`config.mk`:
```
export PLATFORM = sky130hd
export DESIGN_NAME = act_pla_pipe
export DESIGN_NICKNAME = d
export VERILOG_FILES = /design/src/rtl/act_pla_pkg.sv /design/src/rtl/act_pla_core.sv /design/src/rtl/act_pla_pipe.sv
export SDC_FILE = /design/constraint.sdc
export NUM_CORES = 1
export LEC_CHECK = 0
export BUFFER_PORTS_ARGS = -buffer_cell sky130_fd_sc_hd__buf_4
export CORE_AREA = 3 3 123 125
export DETAILED_ROUTE_END_ITERATION = 10
export DIE_AREA = 0 0 126 128
export SYNTH_ARGS = -nofsm -noshare
export SYNTH_HDL_FRONTEND = slang
export SYNTH_SLANG_ARGS = --single-unit
```
`constraint.sdc`:
```
create_clock -name clock -period 7.1 [get_ports clock]
set_input_delay 0.355 -clock clock [delete_from_list [all_inputs] [get_ports clock]]
set_output_delay 0.355 -clock clock [all_outputs]
set_load 0.1 [all_outputs]
```
`src/rtl/act_pla_pkg.sv`:
```
// Shared constants for the piecewise-linear tanh/sigmoid pipeline.
package act_pla_pkg;

    // Operand mode, carried alongside each operand through the pipe.
    localparam logic MODE_TANH = 1'b0;
    localparam logic MODE_SIGM = 1'b1;

    // Fraction weights of the segment slope: f/2 + f/4, realised as right shifts.
    localparam int unsigned FRAC_W1_SH = 1;
    localparam int unsigned FRAC_W2_SH = 2;

endpackage

```
`src/rtl/act_pla_core.sv`:
```
// Combinational magnitude-to-t mapping: t = 1 - 2^(-2k) * (1 - f/2 - f/4).
module act_pla_core
    import act_pla_pkg::*;
#(
    parameter int unsigned W_IN  = 16,
    parameter int unsigned IN_I  = 4,
    parameter int unsigned W_OUT = 16,
    parameter int unsigned SAT_K = 4
) (
    input  logic [W_IN-1:0]  mag_i,
    input  logic             is_min_i,
    output logic [W_OUT-2:0] t_mag_o,
    output logic             sat_o
);

    localparam int unsigned IN_F  = W_IN - IN_I;
    localparam int unsigned OUT_F = W_OUT - 1;
    // Wide enough that f/2, f/4 and the 2k shift stay exact before the final truncation.
    localparam int unsigned P     = IN_F + OUT_F;

    logic [IN_I-1:0] k;
    logic [IN_F-1:0] f;
    logic [P:0]      one;
    logic [P:0]      f_p;
    logic [P:0]      e;
    logic [P:0]      g;
    logic [P:0]      t;
    logic            unused_t;

    // Shift-add evaluation of the segment, then truncation toward zero.
    always_comb begin
        k        = mag_i[W_IN-1:IN_F];
        f        = mag_i[IN_F-1:0];
        one      = '0;
        one[P]   = 1'b1;
        f_p      = {{(OUT_F + 1){1'b0}}, f} << OUT_F;
        e        = one - (f_p >> FRAC_W1_SH) - (f_p >> FRAC_W2_SH);
        g        = e >> {k, 1'b0};
        t        = one - g;
        sat_o    = (32'(k) >= SAT_K) || is_min_i;
        t_mag_o  = sat_o ? '1 : t[P-1:IN_F];
        unused_t = ^{t[P], t[IN_F-1:0]};
    end

endmodule

```
`src/rtl/act_pla_pipe.sv`:
```
// Three-stage valid/ready pipeline for tanh/sigmoid with a saturation counter.
module act_pla_pipe
    import act_pla_pkg::*;
#(
    parameter int unsigned W_IN  = 16,
    parameter int unsigned IN_I  = 4,
    parameter int unsigned W_OUT = 16,
    parameter int unsigned SAT_K = 4,
    parameter int unsigned CNT_W = 16
) (
    input  logic             clock,
    input  logic             resetn,
    input  logic             in_valid,
    output logic             in_ready,
    input  logic [W_IN-1:0]  in_data,
    input  logic             in_mode,
    output logic             out_valid,
    input  logic             out_ready,
    output logic [W_OUT-1:0] out_data,
    output logic [CNT_W-1:0] sat_count
);

    localparam int unsigned OUT_F = W_OUT - 1;

    // S1: magnitude of the (prescaled) operand
    logic             s1_valid_q, s1_valid_d;
    logic [W_IN-1:0]  s1_mag_q, s1_mag_d;
    logic             s1_neg_q, s1_neg_d;
    logic             s1_min_q, s1_min_d;
    logic             s1_mode_q, s1_mode_d;
    // S2: unsigned t
    logic             s2_valid_q, s2_valid_d;
    logic [OUT_F-1:0] s2_t_q, s2_t_d;
    logic             s2_sat_q, s2_sat_d;
    logic             s2_neg_q, s2_neg_d;
    logic             s2_mode_q, s2_mode_d;
    // S3: final result
    logic             s3_valid_q, s3_valid_d;
    logic [W_OUT-1:0] s3_data_q, s3_data_d;
    logic             s3_sat_q, s3_sat_d;
    logic [CNT_W-1:0] cnt_q, cnt_d;

    logic             ld1, ld2, ld3;
    logic signed [W_IN-1:0] x_s, x_p;
    logic [W_IN-1:0]  mag;
    logic             x_neg, x_min;
    logic [OUT_F-1:0] core_t;
    logic             core_sat;
    logic [W_OUT-1:0] y_t, y_s, half;

    act_pla_core #(
        .W_IN  (W_IN),
        .IN_I  (IN_I),
        .W_OUT (W_OUT),
        .SAT_K (SAT_K)
    ) u_core (
        .mag_i    (s1_mag_q),
        .is_min_i (s1_min_q),
        .t_mag_o  (core_t),
        .sat_o    (core_sat)
    );

    // Handshake: a stage loads when empty or when its content moves on this cycle.
    always_comb begin
        ld3      = !s3_valid_q || out_ready;
        ld2      = !s2_valid_q || ld3;
        ld1      = !s1_valid_q || ld2;
        in_ready = ld1;
    end

    // Datapath: prescale/abs feeding S1, sign/offset feeding S3.
    always_comb begin
        x_s   = in_data;
        x_p   = (in_mode == MODE_TANH) ? x_s : (x_s >>> 1);
        x_neg = x_p[W_IN-1];
        mag   = x_neg ? -x_p : x_p;
        x_min = (x_p == {1'b1, {(W_IN - 1){1'b0}}});

        half           = '0;
        half[W_OUT-2]  = 1'b1;
        y_t            = s2_neg_q ? -{1'b0, s2_t_q} : {1'b0, s2_t_q};
        y_s            = half + {y_t[W_OUT-1], y_t[W_OUT-1:1]};
    end

    // Next-state: stalled stages hold, loading stages take upstream content.
    always_comb begin
        s1_valid_d = s1_valid_q;
        s1_mag_d   = s1_mag_q;
        s1_neg_d   = s1_neg_q;
        s1_min_d   = s1_min_q;
        s1_mode_d  = s1_mode_q;
        s2_valid_d = s2_valid_q;
        s2_t_d     = s2_t_q;
        s2_sat_d   = s2_sat_q;
        s2_neg_d   = s2_neg_q;
        s2_mode_d  = s2_mode_q;
        s3_valid_d = s3_valid_q;
        s3_data_d  = s3_data_q;
        s3_sat_d   = s3_sat_q;
        cnt_d      = cnt_q;

        if (ld1) begin
            s1_valid_d = in_valid;
            if (in_valid) begin
                s1_mag_d  = mag;
                s1_neg_d  = x_neg;
                s1_min_d  = x_min;
                s1_mode_d = in_mode;
            end
        end
        if (ld2) begin
            s2_valid_d = s1_valid_q;
            if (s1_valid_q) begin
                s2_t_d    = core_t;
                s2_sat_d  = core_sat;
                s2_neg_d  = s1_neg_q;
                s2_mode_d = s1_mode_q;
            end
        end
        if (ld3) begin
            s3_valid_d = s2_valid_q;
            if (s2_valid_q) begin
                s3_data_d = (s2_mode_q == MODE_SIGM) ? y_s : y_t;
                s3_sat_d  = s2_sat_q;
            end
        end
        // Count delivered saturated results, sticking at all-ones.
        if (s3_valid_q && out_ready && s3_sat_q && (cnt_q != '1)) begin
            cnt_d = cnt_q + CNT_W'(1);
        end
    end

    // State registers with asynchronous active-low reset.
    always_ff @(posedge clock or negedge resetn) begin
        if (!resetn) begin
            s1_valid_q <= 1'b0;
            s1_mag_q   <= '0;
            s1_neg_q   <= 1'b0;
            s1_min_q   <= 1'b0;
            s1_mode_q  <= 1'b0;
            s2_valid_q <= 1'b0;
            s2_t_q     <= '0;
            s2_sat_q   <= 1'b0;
            s2_neg_q   <= 1'b0;
            s2_mode_q  <= 1'b0;
            s3_valid_q <= 1'b0;
            s3_data_q  <= '0;
            s3_sat_q   <= 1'b0;
            cnt_q      <= '0;
        end else begin
            s1_valid_q <= s1_valid_d;
            s1_mag_q   <= s1_mag_d;
            s1_neg_q   <= s1_neg_d;
            s1_min_q   <= s1_min_d;
            s1_mode_q  <= s1_mode_d;
            s2_valid_q <= s2_valid_d;
            s2_t_q     <= s2_t_d;
            s2_sat_q   <= s2_sat_d;
            s2_neg_q   <= s2_neg_d;
            s2_mode_q  <= s2_mode_d;
            s3_valid_q <= s3_valid_d;
            s3_data_q  <= s3_data_d;
            s3_sat_q   <= s3_sat_d;
            cnt_q      <= cnt_d;
        end
    end

    // Outputs come straight from S3 and the counter.
    always_comb begin
        out_valid = s3_valid_q;
        out_data  = s3_data_q;
        sat_count = cnt_q;
    end

endmodule

```
==> run_results.csv <==
group,metric,value,unit
cells_and_area,area_delta_synth_final,13.5,%
floorplanning,die_width,126,um
worst_setup_path,crit_slowest_cell,"or4b_4",
logic_synthesis,syn-cell-area,0.00601,mm2
clock_tree,htreeDepth,3,
floorplanning,core_area,0.0140,mm2
clock_tree,postCtsHoldBufs,0,
power,switching_share,0.539,
cells_and_area,post-route-util,0.488,
worst_setup_path,worst_setup_path_end_kind,"flop",
hold_path,hp-class,"in -> async",
grt,antenna_found_initial,0,
run,drv_cap,0,
worst_setup_path,crit_start,"s1_mag_q[2]",
logic_synthesis,avgSynthCellArea,8.00,um2
floorplanning,die_area,0.0161,mm2
worst_setup_path,required,7320,ps
clock_tree,numCtsBuffers,9,
cells_and_area,final_cells,967,
logic_synthesis,syn_inst,751,
worst_setup_path,crit_path_start_kind,"flop",
timing,fin_crit_sh,0.690,
worst_setup_path,endpoint,"s2_t_q[13]",
cells_and_area,drive_above_1_share,0.122,
power,power_frac_clock,0.143,
logic_synthesis,async_reset_ff_frac,1.00,
detailed_routing,wl_per_cell,16.2,um
timing,drv_slew,0,
clock_tree,cts_resized,0,
power,power_frac_comb,0.643,
clock_tree,clk_path_buf_depth,2,
worst_setup_path,r2r-end,"s2_t_q[13]",
clock_tree,clk_root_buffer_cell,"clkbuf_16",
clock_tree,cts_tree,"done",
timing,fmax,204,MHz
grt,grt_pass1_vias,5589,
worst_setup_path,critical_path.max_stage_delay,540,ps
worst_setup_path,crit_cells,14,
floorplanning,io_pins,55,
power,leakage,2.85,nW
timing,skew,5.93,ps
floorplanning,rows,43,
clock_tree,clk_pin_slew,60,ps
logic_synthesis,synthFlopType,"dfrtp_1",
timing,worstMarginPinSlew,1340,ps
power,internal_power,1.43,mW
clock_tree,cts.sinks,73,
worst_setup_path,path_cells,"inv_1 -> ha_1 -> ha_1 -> a21oi_1 -> nand3_1 -> a221oi_1 -> nor4_1 -> a2111o_1 -> or4b_4 -> o31ai_4 -> nand4_4 -> nor4_4 -> a211oi_1 -> a311oi_1",
cells_and_area,nNetsFinal,830,
worst_setup_path,crit_path_frequent_cell,"ha_1",
logic_synthesis,synth_nets,798,
grt,grt_max_degree,74,
power,ir_drop,0.169,mV
logic_synthesis,synth_edf_count,0,
detailed_routing,drt_drc_violations_left,0,
worst_setup_path,path_buf_inv,1,
detailed_routing,wl,15700,um
floorplanning,die_h,128,um
logic_synthesis,synth_cell_types,68,
worst_setup_path,critPathKind,"reg -> reg",
clock_tree,clock_latency,330,ps
clock_tree,post_cts_buffers,0,
detailed_routing,drtIter0Drc,378,
placement,dpl.cell_count,952,
worst_setup_path,reg2reg_from,"s1_mag_q[2]",
worst_setup_path,worstPathArrival,5120,ps
power,p_seq_frac,0.214,
timing,min_period,4900,ps
worst_setup_path,path_max_fanout,10,
detailed_routing,viasPerCell,5.91,
timing,rsz0062_at_grt,"false",
timing,relSlewSlack,0.102,
worst_setup_path,reg2reg_slack,2200,ps
detailed_routing,dr.pass1.iters,5,
logic_synthesis,yosys_warnings,0,
power,powerDensity,455,mW/mm2
placement,portBuffers,54,
timing,hold_viol_final,0,
run_status,status,"finished, final reports clean",
placement,dp_hpwl,12100,um
power,power.total,3.10,mW
power,netSwitchingPower,1.67,mW
grt,grt_overflow,0,
logic_synthesis,ys_ff_latch,73,
timing,finalSetupTns,0,ps
worst_setup_path,reg2reg_depth,14,
grt,grt_pass1_wl,26800,um
placement,gp_congestion,0.939,
cells_and_area,n_antenna_cell,0,
detailed_routing,drtAntennaViolNets,0,
grt,grt.total_usage,0.196,
floorplanning,start_util,0.430,
logic_synthesis,ys_seq_area_frac,0.304,
detailed_routing,vias,5717,
worst_setup_path,crit_family,"compound AO/OA/AOI/OAI gates",
timing,setup_viol,0,
==> cell usage after synthesis, types with 3 or more instances <==
library cell  count  share of area
ha_1             26          0.054
o211ai_1          6         0.0075
and3_1           10          0.010
nand2b_1         16          0.017
a21o_1            5         0.0062
o31ai_1          10          0.012
nor2_1           63          0.039
a21oi_1          59          0.049
o21ai_0          58          0.048
nor2b_1          10          0.010
inv_1            25          0.016
o21a_1            5         0.0062
or3_1            10          0.010
a22o_1            3         0.0044
nor3_1           21          0.017
mux2i_1          17          0.028
a311oi_1          3         0.0044
xnor2_1          36          0.052
xor2_1           17          0.025
o22ai_1           6         0.0062
or4_1             3         0.0037
nand4_1           9         0.0094
clkbuf_1         30          0.019
nand3_1          24          0.020
buf_1             4         0.0025
nand2_1          94          0.059
or2_2             3         0.0031
a2111oi_0         4         0.0058
a31oi_1          10          0.010
and2_1            7         0.0073
buf_2             3         0.0025
mux2_2            7          0.013
nor4b_1           3         0.0044
a221oi_1          6         0.0087
o221ai_1          6         0.0087
dfrtp_1          73           0.30
nor4_1            6         0.0062
a211oi_1         14          0.017
a22oi_1           4         0.0050
==> how the worst min path moves through the flow <==
stage / slack [ps] / from / cells after the start / end
6_report: 140 / resetn / 1 / s2_t_q[9]
5_1_grt: 230 / resetn / 1 / s2_t_q[14]
4_1_cts: 190 / resetn / 1 / s2_t_q[14]
3_5_place_dp: 460 / s1_neg_q / 2 / s2_neg_q
3_3_place_gp: 460 / s1_neg_q / 2 / s2_neg_q
2_1_floorplan: 60 / resetn / 0 / out_data[0]
==> cells in the final DEF (no fill, tap or decap), drive strengths merged, types with 24 or more instances in the layout <==
| cell | n |
|---|---|
| inv | 25 |
| a21oi | 60 |
| dfrtp | 73 |
| ha | 26 |
| nand2 | 94 |
| nand3 | 24 |
| xnor2 | 36 |
| o21ai | 58 |
| buf | 58 |
| nor2 | 63 |
==> routing by layer <==
| metal | GRT usage | part of all wire | up-vias |
|---|---|---|---|
| met1 | 0.262 | 0.46 | 2711 |
| met3 | 0.0350 | 0.043 | 30 |
| met4 | 0.0738 | 0.026 | 0 |
| met2 | 0.319 | 0.47 | 168 |
| met5 | 0 | 0 | - |
| li1 | - | - | 2808 |
==> through the flow <==
| step | worst slack (ps) | hold slack (ps) | cell area [um2] |
|---|---|---|---|
| final | 2200 | 144 | 6820 |
| after global routing | 1860 | 232 | 6820 |
| after CTS | 2270 | 192 | 6820 |
| after detailed placement | 2270 | 464 | 6530 |
| after global placement | 2420 | 456 | 6530 |
| after floorplan | 2940 | 59.4 | 6010 |
==> registers in the layout, summed over array words and instances (netlist names) <==
name        count
s2_neg_q        1
s2_valid_q      1
s2_t_q         15
sat_count      16
out_data       16
s2_sat_q        1
s2_mode_q       1
s1_neg_q        1
s3_sat_q        1
s1_valid_q      1
s1_mag_q       16
out_valid       1
s1_mode_q       1
s1_min_q        1
==> area by class of cell <==
type | count | area (um2)
timing repair buffer | 58 | 435
sequential | 73 | 1830
inverter | 26 | 97.6
clock buffer | 10 | 239
fill | 1397 | 7170
clock inverter | 5 | 56.3
multi-input combinational | 615 | 3940
tap | 180 | 225
==> worst reg2reg max path: cells and delay by family (launching register included) <==
kind	cells	cell delay, ps
compound gates	6	1930
fa+ha+maj	2	690
buf+inv	1	140
flops	1	460
simple gates	5	1580
==> kinds of logic (layout without fill, tap and decap cells) <==
| logic type | Yosys count | in the layout | synth area share |
|---|---|---|---|
| adders and majority gates | 26 | 26 | 0.0541 |
| xor gates and xnor gates | 54 | 54 | 0.0800 |
| buffers and inverters | 63 | 99 | 0.0400 |
| AOI/OAI and AO/OA | 225 | 225 | 0.245 |
| and+or+nand+nor | 285 | 285 | 0.231 |
| muxes | 25 | 25 | 0.0452 |
| DFF | 73 | 73 | 0.304 |
==> power by group through the flow <==
stage	combinational, mW	clock (mW)	sequential (mW)
after CTS	1.98	0.456	0.665
after floorplan	1.13	0	1.06
after global routing	2.17	0.477	0.687
final	1.99	0.443	0.665
after global placement	1.96	0	0.666
after detailed placement	1.97	0	0.672
Note: power is estimated with default switching activity, not from simulation.
